### src/rtl/spi_ram_ctrl.sv
// Command decoder and access scheduler between the SPI slave, an on-chip host
// port and a single-port RAM. The SPI side and the host side share the RAM
// through round-robin arbitration, and all RAM accesses are strictly serialized.
module spi_ram_ctrl #(
  parameter int unsigned ADDR_SIZE = 8,
  parameter int unsigned MEM_DEPTH = 256,
  parameter int unsigned DATA_W    = 8
) (
  input  logic                 clk,
  input  logic                 rst,
  input  logic [9:0]           rx_data,
  input  logic                 rx_valid,
  output logic [DATA_W-1:0]    tx_data,
  output logic                 tx_valid,
  input  logic                 host_req,
  input  logic                 host_we,
  input  logic [ADDR_SIZE-1:0] host_addr,
  input  logic [DATA_W-1:0]    host_wdata,
  output logic                 host_gnt,
  output logic [DATA_W-1:0]    host_rdata,
  output logic                 host_rvalid,
  output logic                 ram_en,
  output logic                 ram_we,
  output logic [ADDR_SIZE-1:0] ram_addr,
  output logic [DATA_W-1:0]    ram_wdata,
  input  logic [DATA_W-1:0]    ram_rdata,
  output logic                 busy,
  output logic                 err_seq
);

  localparam int unsigned OP_W = 2;
  localparam logic [OP_W-1:0] OP_SET_WA = 2'b00;
  localparam logic [OP_W-1:0] OP_WRITE  = 2'b01;
  localparam logic [OP_W-1:0] OP_SET_RA = 2'b10;
  localparam logic [OP_W-1:0] OP_READ   = 2'b11;

  // The address width and the RAM depth must describe the same memory
  if (MEM_DEPTH != (32'd1 << ADDR_SIZE)) begin : g_depth_check
    $error("spi_ram_ctrl: MEM_DEPTH must equal 2**ADDR_SIZE");
  end

  typedef enum logic [1:0] {IDLE, ACCESS, RD_WAIT} state_t;
  typedef enum logic {OWN_SPI, OWN_HOST} owner_t;

  state_t state_q, state_d;
  owner_t last_owner;

  logic                 rx_valid_q;
  logic [ADDR_SIZE-1:0] wr_addr, rd_addr;
  logic                 wr_seen, rd_seen;
  logic                 spi_pend, spi_we;
  logic [ADDR_SIZE-1:0] spi_addr;
  logic [DATA_W-1:0]    spi_wdata;

  logic                 frame_acc_c;
  logic [OP_W-1:0]      opcode_c;
  logic [DATA_W-1:0]    payload_c;
  logic                 grant_spi_c, grant_host_c;

  assign frame_acc_c = rx_valid & ~rx_valid_q;
  assign opcode_c    = rx_data[9:8];
  assign payload_c   = rx_data[DATA_W-1:0];

  // State register
  always_ff @(posedge clk) begin
    if (rst) state_q <= IDLE;
    else     state_q <= state_d;
  end

  // Next state and round-robin grant decision; on a tie the last owner yields
  always_comb begin
    state_d      = state_q;
    grant_spi_c  = 1'b0;
    grant_host_c = 1'b0;
    case (state_q)
      IDLE: begin
        if (spi_pend && host_req) begin
          if (last_owner == OWN_HOST) grant_spi_c  = 1'b1;
          else                        grant_host_c = 1'b1;
        end else if (spi_pend) begin
          grant_spi_c = 1'b1;
        end else if (host_req) begin
          grant_host_c = 1'b1;
        end
        if (grant_spi_c || grant_host_c) state_d = ACCESS;
      end
      ACCESS:  state_d = ram_we ? IDLE : RD_WAIT;
      RD_WAIT: state_d = IDLE;
      default: state_d = IDLE;
    endcase
  end

  // SPI frame decode: pointers, pending command and sequence errors
  always_ff @(posedge clk) begin
    if (rst) begin
      rx_valid_q <= 1'b0;
      wr_addr    <= '0;
      rd_addr    <= '0;
      wr_seen    <= 1'b0;
      rd_seen    <= 1'b0;
      spi_pend   <= 1'b0;
      spi_we     <= 1'b0;
      spi_addr   <= '0;
      spi_wdata  <= '0;
      err_seq    <= 1'b0;
    end else begin
      rx_valid_q <= rx_valid;
      if (grant_spi_c) spi_pend <= 1'b0;
      if (frame_acc_c) begin
        case (opcode_c)
          OP_SET_WA: begin
            wr_addr <= ADDR_SIZE'(payload_c);
            wr_seen <= 1'b1;
          end
          OP_WRITE: begin
            spi_we    <= 1'b1;
            spi_addr  <= wr_addr;
            spi_wdata <= payload_c;
            spi_pend  <= 1'b1;
            if (!wr_seen || (spi_pend && !grant_spi_c)) err_seq <= 1'b1;
          end
          OP_SET_RA: begin
            rd_addr <= ADDR_SIZE'(payload_c);
            rd_seen <= 1'b1;
          end
          default: begin
            spi_we   <= 1'b0;
            spi_addr <= rd_addr;
            spi_pend <= 1'b1;
            rd_seen  <= 1'b0;
            if (!rd_seen || (spi_pend && !grant_spi_c)) err_seq <= 1'b1;
          end
        endcase
      end
    end
  end

  // RAM cycle issue: a grant in IDLE presents exactly one RAM cycle next cycle
  always_ff @(posedge clk) begin
    if (rst) begin
      ram_en     <= 1'b0;
      ram_we     <= 1'b0;
      ram_addr   <= '0;
      ram_wdata  <= '0;
      host_gnt   <= 1'b0;
      last_owner <= OWN_HOST;
      busy       <= 1'b0;
    end else begin
      ram_en   <= grant_spi_c | grant_host_c;
      host_gnt <= grant_host_c;
      busy     <= (state_d != IDLE);
      if (grant_spi_c) begin
        ram_we     <= spi_we;
        ram_addr   <= spi_addr;
        ram_wdata  <= spi_wdata;
        last_owner <= OWN_SPI;
      end else if (grant_host_c) begin
        ram_we     <= host_we;
        ram_addr   <= host_addr;
        ram_wdata  <= host_wdata;
        last_owner <= OWN_HOST;
      end else begin
        ram_we <= 1'b0;
      end
    end
  end

  // Read return: last_owner still names the owner of the read in flight
  always_ff @(posedge clk) begin
    if (rst) begin
      tx_data     <= '0;
      tx_valid    <= 1'b0;
      host_rdata  <= '0;
      host_rvalid <= 1'b0;
    end else begin
      host_rvalid <= 1'b0;
      if (frame_acc_c) tx_valid <= 1'b0;
      if (state_q == RD_WAIT) begin
        if (last_owner == OWN_SPI) begin
          tx_data  <= ram_rdata;
          tx_valid <= 1'b1;
        end else begin
          host_rdata  <= ram_rdata;
          host_rvalid <= 1'b1;
        end
      end
    end
  end

endmodule

### config.mk
export PLATFORM = sky130hd
export DESIGN_NAME = spi_ram_ctrl
export DESIGN_NICKNAME = d
export VERILOG_FILES = /design/src/rtl/spi_ram_ctrl.sv
export SDC_FILE = /design/constraint.sdc
export NUM_CORES = 1
export LEC_CHECK = 0
export BUFFER_PORTS_ARGS = -buffer_cell sky130_fd_sc_hd__buf_2
export CAP_MARGIN = 10
export CORE_ASPECT_RATIO = 0.5
export CORE_MARGIN = 10
export CORE_UTILIZATION = 43
export CTS_BUF_LIST = sky130_fd_sc_hd__clkbuf_4
export CTS_CLUSTER_SIZE = 28
export DETAILED_ROUTE_END_ITERATION = 8
export GPL_TIMING_DRIVEN = 1
export MAX_ROUTING_LAYER = met4
export PLACE_DENSITY = 0.77
export SKIP_CTS_REPAIR_TIMING = 1
export SLEW_MARGIN = 20
export SYNTH_ARGS = -nofsm -noshare
export SYNTH_HDL_FRONTEND = slang
export SYNTH_SLANG_ARGS = --single-unit
### constraint.sdc
create_clock -name clk -period 1.7 [get_ports clk]
set_clock_uncertainty 0.1 [all_clocks]
set_input_delay 0.255 -clock clk [delete_from_list [all_inputs] [get_ports clk]]
set_output_delay 0.255 -clock clk [all_outputs]
set_load 0.1 [all_outputs]
==> results of run 1 <==
[state kept, by name, summed over array words and instances, names as in the netlist, 2 cells and up]
name        cells
ram_wdata       8
state_q         2
tx_data         8
host_rdata      8
ram_addr        8
rd_addr         8
spi_wdata       8
spi_addr        8
wr_addr         8
[worst paths after layout]
| check | from | end |
|---|---|---|
| max | ram_wdata[1] | ram_wdata[1] |
| min | host_wdata[5] | ram_wdata[5] |
| max reg2reg | rx_valid_q | wr_addr[3] |
| min reg2reg | ram_we | state_q[1] |
[routing by layer]
metal | vias up | track usage, % | part of all wire (%)
met2 | 67 | 21.0 | 47
li1 | 1373 | - | -
met3 | 8 | 4.60 | 5.9
met4 | 0 | 4.26 | 0.96
met1 | 1279 | 17.1 | 46
met5 | - | - | 0
[per-stage QoR]
stage / setup WS [ns] / cell area [sq um]
final: 0.0930 / 4180
after global placement: 0.102 / 3750
after global routing: 0.0162 / 4180
after floorplan: 0.0819 / 3210
after detailed placement: 0.0692 / 3750
after CTS: 0.0533 / 3910
[placed cells by master, fill, tap and decap left out, types with 2 or more instances in the layout]
master	count
a21oi_1	12
mux2i_1	40
buf_4	18
clkinv_1	2
o221ai_1	7
nand3_1	16
bufinv_16	2
nand2b_1	2
nor4bb_2	2
nand2_1	17
dfxtp_1	78
nor2b_1	3
o221ai_2	9
or2_2	2
nor2_1	48
a211oi_1	8
nand3b_1	3
clkbuf_4	11
inv_1	17
o2111ai_1	15
dlygate4sd3_1	26
buf_2	77
and2_1	2
[area by class of cell]
cell class | instances | area share, %
inverter | 17 | 1.53
multi-input combinational | 202 | 34.8
sequential | 79 | 37.9
antenna | 1 | 0.0599
tap | 96 | 2.87
clock inverter | 5 | 1.74
clock buffer | 11 | 1.98
timing repair buffer | 122 | 19.2
[power by group through the flow]
stage / sequential (mW) / clock (mW) / combinational [mW]
2_1_floorplan: 2.37 / 0 / 0.261
4_1_cts: 1.98 / 1.28 / 0.801
5_1_grt: 2.00 / 1.35 / 0.899
3_3_place_gp: 2.02 / 0 / 0.791
3_5_place_dp: 2.03 / 0 / 0.800
6_report: 1.98 / 1.24 / 0.848
[kinds of logic after synthesis]
| group | count (synthesis) | synth area share, % |
|---|---|---|
| AOI/OAI and AO/OA | 57 | 15.7 |
| DFF | 79 | 49.3 |
| muxes | 41 | 12.8 |
| buffers and inverters | 46 | 6.47 |
| and+or+nand+nor | 104 | 15.7 |
==> metrics.txt, run 1 <==
input/output buffers=between 70 and 80; RSZ-0062 raised after global routing=false; initial antenna violation count=1; Setup CP Type=reg -> out; crit path DAT=1.25 ns; CTS tree=yes; Pre-Repair DR Iteration Count=4; global route total overflow=0; Antenna Nets Post-Route=0; Synth warnings=0; Final Non-Filler Cells=around 530; GRT Total Usage=between 10 and 15%; post-route clock period utilization=around 95%; Root Buffer=clkbuf_4; die span in y=~80 um; Initial Util=between 40% and 50%; r2r worst-path depth=3; Synth Flop Type=dfxtp_1; Seq/Total Area, Yosys=between 40 and 50%; worst hold path class=in -> reg; Core Util, Final=57.3%; Gate Count Post-Synth=between 300 and 400; CP max stage cell=buf_2; share of total power in the clock network=between 30% and 40%; dpl cells=between 400 and 500; Post-synth ARST share=0%; drt wl/cell=approximately 15 um; Synth area leader=dfxtp_1; EDFF count, synth=0; most common library cells after synthesis=79 x dfxtp_1, 48 x nor2_1, 40 x mux2i_1; Peak Freq=between 600 and 700 MHz; Fin. Hold Viols=3; via count=approximately 2700; clk_lat worst skew=0.44 ns; total area of sequential cells=around 0.0016 sq mm; Netlist Area Pre-Place=between 0.003 and 0.004 sq mm; P_leak=1.74 nW; CP top delay family=buffers and inverters; Worst path depth=1; Vias/cell=between 5 and 6; Max Slew Vio Count=0; Min Clock Period, post-route=roughly 1.6 ns; pin count of the biggest net entering global routing=50; failing checks=negative hold slack; Synthesized Nets=between 300 and 400; Synth Area per Inst=9.82 sq um; # setup viols final=0; CP required=about 1.3 ns; synth top area cells=dfxtp_1 49%, mux2i_1 12%, nor2_1 5.6%; GPL Wtd Cong=0.816; clock slew at reported path FFs=around 0.12 ns; critical-path maximum fanout=2; FP Rows=22; Int Pwr=about 2.8 mW; R2R setup slack=0.13 ns; Multi-input gate area=0.00146 sq mm; Synth Register Bits=just under 80; Worst-Margin Slew=roughly 0.51 ns; max incr delay on CP=0.44 ns; Sequential Power Share=between 40% and 50%; Die W=142 um; synth unique cells=37; most numerous cell in the Yosys netlist=dfxtp_1; Min Hold Slack=-0.00824 ns; initial DRC count=162; max-cap violation count=0; die area=0.0115 sq mm; Crit. End Element=output pin; Longest Clk Path Bufs=2; vias in the first global route=2546; PD cells=~980 mW/mm^2; maximum VDD drop=~650 uV; worst path bufs/invs=1; Nets=470; # fillers=around 630; hold path cells=3; combinational power share=between 20% and 30%; first-pass GRT wire length=between 10000 and 15000 um; Sink Count=79; Net Switching=around 1.3 mW; Startpoint Class=flip-flop; Pwr Total=a little over 4 mW; Remaining DRCs=0; layout cell share with drive strength beyond 1=just over 30%; core footprint=0.00729 sq mm; DP HPWL=roughly 5700 um; outcome=finished, violations left; CP cell instances=buf_2; Worst slew margin=66.4%; top cell type's share of synthesized area=between 40% and 50%; Sw Ratio=31.3%; H-tree Lvls=3; Num CTS Buffers=9; Area Growth Syn to Fin=30.2%; setup TNS=0 ns; io pins=78; routed wire length=~8200 um
Note: power is estimated with default switching activity, not from simulation.
==> run 2: changes to the inputs <==
==> constraint.sdc (replaced) <==
create_clock -name clk -period 1.7 [get_ports clk]
set_clock_uncertainty 0.1 [all_clocks]
set_input_delay 0 -clock clk [delete_from_list [all_inputs] [get_ports clk]]
set_output_delay 0 -clock clk [all_outputs]
set_load 0.1 [all_outputs]
==> run 2 against run 1 <==
  * The flow now finishes without violations
  * Largest power group unchanged
  * Critical endpoint is now ram_wdata[5]
  * Worst hold slack improved by 0.23 ns
  * Die area unchanged
  * Non-clock buffer count increased by 10
==> metrics.txt, run 2 (same netlist as run 1, synthesis figures left out) <==
outcome=completed; critical-path maximum fanout=16; GPL Wtd Cong=0.814; clock slew at reported path FFs=~0.12 ns; Root Buffer=clkbuf_4; design area=between 0.004 and 0.005 sq mm; r2r worst-path depth=3; max-cap violation count=0; vias in the first global route=around 2600; RSZ-0062 raised after global routing=false; Num CTS Buffers=9; FF-to-FF End=ram_wdata[5]; Max Slew Vio Count=0; Worst Hold End=ram_we; worst hold path class=in -> reg; Min Clock Period, post-route=1.57 ns; initial antenna violation count=0; Final Non-Filler Cells=between 500 and 600; maximum VDD drop=531 uV; input/output buffers=just under 80; die area=about 0.012 sq mm; # setup viols final=0; clk_lat worst skew=0.43 ns; Sink Count=just under 80; CTS tree=yes; GRT Total Usage=between 10% and 20%; H-tree Lvls=3; global route total overflow=0; Placed Area=~0.0037 sq mm; hold wc startpoint=host_we; Antenna Nets Post-Route=0; hold path cells=3; Peak Freq=around 640 MHz; pin count of the biggest net entering global routing=31; most frequent cells in the layout=79 x dfxtp_1, 77 x buf_2, 48 x nor2_1, 40 x mux2i_1, 38 x dlygate4sd3_1; core footprint=between 0.007 and 0.008 sq mm; Die W=approximately 140 um; Worst R2R Start=spi_pend; FP Rows=22; Vias/cell=just over 5; P_leak=about 1.8 nW; Worst slew margin=between 50% and 60%; via count=roughly 2800; Area Growth Syn to Fin=32.0%; CP required=between 1.5 and 2 ns; Min Hold Slack=0.217 ns; diodes inserted=0; post-route clock period utilization=92.2%; CP max stage cell=a21o_1; Pwr Total=between 3 and 4 mW; worst path bufs/invs=0; Pre-Repair DR Iteration Count=4; layout cell share with drive strength beyond 1=~28%; Remaining DRCs=0; Worst-Margin Slew=0.690 ns; setup TNS=0 ns; Setup CP Type=reg -> reg; Fin. Hold Viols=0; Crit. End Element=flip-flop; CP top delay family=compound AO/OA/AOI/OAI gates; drt wl/cell=between 15 and 20 um; Startpoint Class=flip-flop; dpl cells=between 400 and 500; die span in y=just over 80 um; PD cells=around 900 mW/mm^2; Nets=480; routed wire length=between 8000 and 9000 um; first-pass GRT wire length=between 10000 and 15000 um; # fillers=between 600 and 700; initial DRC count=180; io pins=78; most common cell after layout, fill and taps aside=dfxtp_1; R2R setup slack=0.13 ns; DP HPWL=roughly 5700 um; CP cell instances=or2_2, a21o_1, o221ai_1; Longest Clk Path Bufs=2; crit path DAT=between 1.5 and 2 ns; Initial Util=44.0%; max incr delay on CP=around 0.43 ns
-- run 2: worst register-to-register path: stages (launching register included) --
cell and delay, ns:
dfxtp_1 0.35, or2_2 0.33, a21o_1 0.43, o221ai_1 0.29
-- run 2: cell type report --
cell class,instances,area [sq um],share of cell area [%]
clock buffer,11,82.6,1.95
clock inverter,5,25.0,0.591
inverter,17,63.8,1.51
multi-input combinational,202,1450,34.1
sequential,79,1580,37.3
tap,96,120,2.84
timing repair buffer,132,918,21.7
-- run 2: worst max path at each step --
stage                           from      endpoint  slack (ns)  depth (start not counted)
after floorplan           state_q[1]   ram_addr[0]        0.08                          6
after global placement    rx_valid_q    wr_addr[5]        0.18                          3
after detailed placement  rx_valid_q    wr_addr[7]        0.16                          3
after CTS                   spi_pend  ram_wdata[5]        0.13                          3
after global routing        spi_pend   ram_addr[3]        0.05                          4
final                       spi_pend  ram_wdata[5]        0.13                          3
-- run 2: stage by stage --
stage               utilization, %  setup WS (ns)
floorplan                        -         0.0819
global placement              51.4          0.176
detailed placement            51.4          0.160
CTS                           52.9          0.133
global route                  58.1         0.0478
finish                        58.1          0.132
-- run 2: metal layers --
layer  track usage [%]  up-vias  part of all wire (%)
li1                  -     1387                     -
met1              17.4     1262                    45
met2              20.0       93                    47
met3              4.95       13                   7.4
met4              5.17        0                   1.4
met5                 -        -                     0
-- run 2: report_power, final --
group          internal (mW)  total, mW  switching [mW]  leakage, nW
logic                  0.260      0.865           0.605         1.05
clock network          0.320      0.943           0.623       0.0617
registers               1.94       1.99          0.0488        0.644
